<file path="config.mk">
export PLATFORM = sky130hd
export DESIGN_NAME = reg_xfer_arb
export DESIGN_NICKNAME = d
export VERILOG_FILES = /design/src/rtl/reg_xfer_arb.sv
export SDC_FILE = /design/constraint.sdc
export NUM_CORES = 1
export LEC_CHECK = 0
export ABC_AREA = 1
export CAP_MARGIN = 20
export CORE_MARGIN = 2
export CORE_UTILIZATION = 50
export CTS_BUF_LIST = sky130_fd_sc_hd__clkbuf_8
export DETAILED_ROUTE_END_ITERATION = 10
export PLACE_DENSITY_LB_ADDON = 0.25
export RECOVER_POWER = 25
export SLEW_MARGIN = 0
export SYNTH_ARGS = -nofsm -noshare
export SYNTH_HDL_FRONTEND = slang
export SYNTH_SLANG_ARGS = --single-unit
</file>
<file path="constraint.sdc">
create_clock -name clk -period 3.4 [get_ports clk]
set_input_delay 0.51 -clock clk [delete_from_list [all_inputs] [get_ports clk]]
set_output_delay 0.51 -clock clk [all_outputs]
set_load 0.005 [all_outputs]
</file>
<file path="src/rtl/reg_xfer_arb.sv">
// reg_xfer_arb: arbitrates two requesters for a register-to-register move.
// A grant drives the source register onto the bus for OE_CYCLES cycles
// (DRIVE), strobes the destination load for one cycle (LOAD), then pulses
// the winner's ack for one cycle (DONE) before returning to IDLE.
//
// Parameter: OE_CYCLES (1..8) source drive cycles before the load strobe.
// Macro RR_ARB_EN: round-robin arbitration on simultaneous requests;
// undefined gives fixed priority with requester 0 winning.
//
// Ports:
//   clk, reset (async, active-low)
//   req0/src0/dst0/ack0, req1/src1/dst1/ack1  requester handshakes
//   s_adr/s_en   register-file output-enable decoder
//   w_adr/w_en   register-file load decoder
//   busy         high outside IDLE
//   gnt_id       requester being served (valid while busy)
module reg_xfer_arb #(
    parameter int OE_CYCLES = 1
) (
    input  logic       clk,
    input  logic       reset,
    input  logic       req0,
    input  logic [2:0] src0,
    input  logic [2:0] dst0,
    output logic       ack0,
    input  logic       req1,
    input  logic [2:0] src1,
    input  logic [2:0] dst1,
    output logic       ack1,
    output logic [2:0] s_adr,
    output logic       s_en,
    output logic [2:0] w_adr,
    output logic       w_en,
    output logic       busy,
    output logic       gnt_id
);

    typedef enum logic [1:0] {
        IDLE,
        DRIVE,
        LOAD,
        DONE
    } state_t;

    localparam logic [2:0] CNT_LAST = 3'(OE_CYCLES - 1);

    state_t     state;
    state_t     state_nx;
    logic [2:0] cnt;
    logic [2:0] src_q;
    logic [2:0] dst_q;
    logic       gnt_q;
    logic       win;
    logic       start;

    assign start = (state == IDLE) && (req0 || req1);

`ifdef RR_ARB_EN
    // Requester served by the most recent grant; a tie goes to the other.
    logic last_q;

    always_comb begin
        win = 1'b0;
        if (req0 && req1)
            win = ~last_q;
        else
            win = req1;
    end

    always_ff @(posedge clk or negedge reset) begin
        if (!reset)
            last_q <= 1'b1;
        else if (start)
            last_q <= win;
    end
`else
    always_comb begin
        win = ~req0 & req1;
    end
`endif

    always_ff @(posedge clk or negedge reset) begin
        if (!reset)
            state <= IDLE;
        else
            state <= state_nx;
    end

    always_comb begin
        state_nx = state;
        unique case (state)
            IDLE:    if (req0 || req1) state_nx = DRIVE;
            DRIVE:   if (cnt == CNT_LAST) state_nx = LOAD;
            LOAD:    state_nx = DONE;
            DONE:    state_nx = IDLE;
            default: state_nx = IDLE;
        endcase
    end

    // The transfer is captured at the grant so the requester may change
    // its src/dst inputs freely while it is being served.
    always_ff @(posedge clk or negedge reset) begin
        if (!reset) begin
            cnt   <= 3'd0;
            src_q <= 3'd0;
            dst_q <= 3'd0;
            gnt_q <= 1'b0;
        end else begin
            if (start) begin
                gnt_q <= win;
                src_q <= win ? src1 : src0;
                dst_q <= win ? dst1 : dst0;
            end
            if (state == DRIVE)
                cnt <= (cnt == CNT_LAST) ? 3'd0 : cnt + 3'd1;
        end
    end

    // Outputs decode straight from state so reset clears them at once.
    always_comb begin
        s_en  = 1'b0;
        s_adr = 3'd0;
        w_en  = 1'b0;
        w_adr = 3'd0;
        ack0  = 1'b0;
        ack1  = 1'b0;
        unique case (state)
            DRIVE: begin
                s_en  = 1'b1;
                s_adr = src_q;
            end
            LOAD: begin
                s_en  = 1'b1;
                s_adr = src_q;
                w_en  = 1'b1;
                w_adr = dst_q;
            end
            DONE: begin
                ack0 = ~gnt_q;
                ack1 = gnt_q;
            end
            default: ;
        endcase
    end

    assign busy   = (state != IDLE);
    assign gnt_id = gnt_q;

endmodule

</file>
==> impl_metrics.tcl <==
set metrics [dict create \
    drt_wl_total_um 1810 \
    endpoint_kind "output port" \
    grt_use_total_pct 22.1 \
    ff2ff_setup_slack_ps 2100 \
    status "finished clean" \
    crit_type "reg -> out" \
    port_buffers 27 \
    yosys_warnings 0 \
    rsz0062_at_grt "no" \
    syn_inst 111 \
    tightest_slew_ps 574 \
    setup_slack_ps 1140 \
    setup_tns_ps 0 \
    path_cells "inv_1 -> ha_1 -> nand2_1 -> inv_1 -> clkdlybuf4s50_1" \
    cts.clk_slew.worst_paths_ps 50 \
    maxCapViolCount 0 \
    total_power_uw 812 \
    r2r-end "src_q[1]$_DFFE_PN0P_" \
    clockRootBuffer "clkbuf_8" \
    via_per_inst 4.85 \
    busiest_layer "met2" \
    hp-start "dst_q[0]$_DFFE_PN0P_" \
    cts_tree "built" \
    p_leak_uw 0.000638 \
    hp-class "reg -> reg" \
    drive_above_1_share_pct 10.0 \
    worst_path_max_delay_cell "clkdlybuf4s50_1" \
    met3_usage_pct 4.08 \
    cpMostUsedCell "inv_1" \
    dieArea_um2 1970 \
    clock_path_buffers 2 \
    layout.cells.non_filler 156 \
    synth.distinct_cells 14 \
    reg2regPathDepth 6 \
    drtPass1Iterations 4 \
    final_cell_mix "nand2_1 (34), clkdlybuf4s50_1 (26), inv_1 (25)" \
    syn_avg_cell_area_um2 7.35 \
    drv_slew 0 \
    antenna_left 0 \
    synth_nets 135 \
    syn_to_final_growth_pct 39.3 \
    post-place-ws_ps 1390 \
    min_delay_path_depth 2 \
    slew_headroom_pct 61.6 \
    via_count 757 \
    die_h_um 44.4 \
    clock_latency_ps 240 \
    ctsResizeCount 0 \
    ir_drop_uv 538 \
    setup_viol 0 \
    num_rows 14 \
    r2r-start "state[0]$_DFFE_PN0P_" \
    fmax_mhz 442 \
    gr-usage-met1_pct 25.5 \
    htree_num_levels 1 \
    grt_max_degree 13 \
    final_common_cell "nand2_1" \
    coreArea_um2 1520 \
    post_cts_buffers 0 \
    finalHoldViolations 0 \
    drc 0 \
    n_fill_cell 113 \
    routabilityCongestion 0.785 \
    final_nets 166 \
    arrival_ps 1750 \
    fin_crit_ps 2260 \
    ioPinCount 28 \
    yosysSeqAreaShare_pct 36.8 \
    die_w_um 44.4 \
    required_ps 2890 \
    drtIter0Drc 9 \
    cts_hold_buffers 0 \
    cts.sinks 12 \
    use_met2_pct 40.6 \
    power.density_nw_per_um2 715 \
    grt_pass1_wl_um 3120 \
    cp-start-kind "flop" \
    critical_path.max_fanout 5 \
    num_antenna_cells 0 \
    cp_slowest_stage_delay_ps 490 \
    cts_made_buffers 3 \
    ys_seq_elements 12 \
    grt_pass1_vias 769 \
    grt_overflow 0 \
    whs_endpoint "dst_q[0]$_DFFE_PN0P_" \
    dp_hpwl_um 1450 \
    wire_per_inst_um 11.6 \
    start_util_pct 53.5 \
    critPathTopFamily "buffers and inverters" \
    skew_ps 1.63 \
    path_buf_inv 3 \
    dpl.cell_count 153 \
    antenna_found_initial 0 \
    fin_crit_sh_pct 66.6 \
    synth.cell_area_um2 816 \
]
-- power by group --
group | total [uW] | switching [uW] | internal, uW | leakage, uW
registers | 240 | 41.8 | 198 | 0.000152
clock network | 131 | 52.8 | 78.1 | 0.0000216
logic | 442 | 208 | 234 | 0.000465
total | 812 | 303 | 509 | 0.000638
-- registers in the layout, indices dropped and copies added (netlist names) --
name and flops:
src_q 3, state 2, gnt_id 1, cnt 3, dst_q 3
-- cell usage after synthesis --
cell type,count,share of area (%)
buf_6,1,1.4
inv_1,25,12
ha_1,8,12
o21ai_2,2,2.1
dfrtp_1,12,37
inv_2,2,0.92
nand2_4,1,1.4
nand2_1,34,16
o21ai_0,3,1.8
nor2_4,2,2.8
or2_2,2,1.5
nand3_1,16,9.8
nand2_2,2,1.5
nor2_1,1,0.46
-- per-layer routing --
layer  up-vias  routed length [um]
met5         -                   0
met4         0                  11
met3         2                 117
met2        23                 953
met1       340                 732
li1        392                   -
-- through the flow --
| step | instance area, um^2 | hold WS (ps) | util, % |
|---|---|---|---|
| 6_report | 1140 | 482 | 74.5 |
| 2_1_floorplan | 816 | 214 | - |
| 3_5_place_dp | 1090 | 470 | 71.8 |
| 4_1_cts | 1140 | 485 | 74.5 |
| 5_1_grt | 1140 | 511 | 74.5 |
| 3_3_place_gp | 1090 | 464 | 71.8 |
-- worst max-delay path by stage --
stage	from	end	depth (start not counted)
2_1_floorplan	state[0]$_DFFE_PN0P_	s_adr[0]	4
3_3_place_gp	state[0]$_DFFE_PN0P_	s_adr[0]	5
3_5_place_dp	state[1]$_DFFE_PN0P_	s_adr[2]	5
4_1_cts	state[0]$_DFFE_PN0P_	s_adr[2]	5
5_1_grt	state[1]$_DFFE_PN0P_	s_adr[1]	5
6_report	state[1]$_DFFE_PN0P_	s_adr[2]	5
-- final cells by class --
type	instances	area, um^2	area share [%]
multi-input cells	71	403	35.5
flip-flops and latches	12	300	26.4
repair buffers	27	270	23.8
inverters	27	101	8.92
clock buffers	3	41.3	3.63
well taps	16	20.0	1.76
-- cell families after synthesis --
| kind of cell | Yosys count | synth area share [%] |
|---|---|---|
| AO/OA/AOI/OAI | 5 | 3.99 |
| flip-flops | 12 | 36.8 |
| adder cells (fa/ha/maj) | 8 | 12.3 |
| AND/OR/NAND/NOR | 58 | 33.1 |
| buffers and inverters | 28 | 13.8 |
-- tightest hold or removal path: cells and delay by family (launching register included) --
kind,cells,cell delay [ps]
flops,1,340
simple gates,2,100
(Power assumes the default switching activity.)
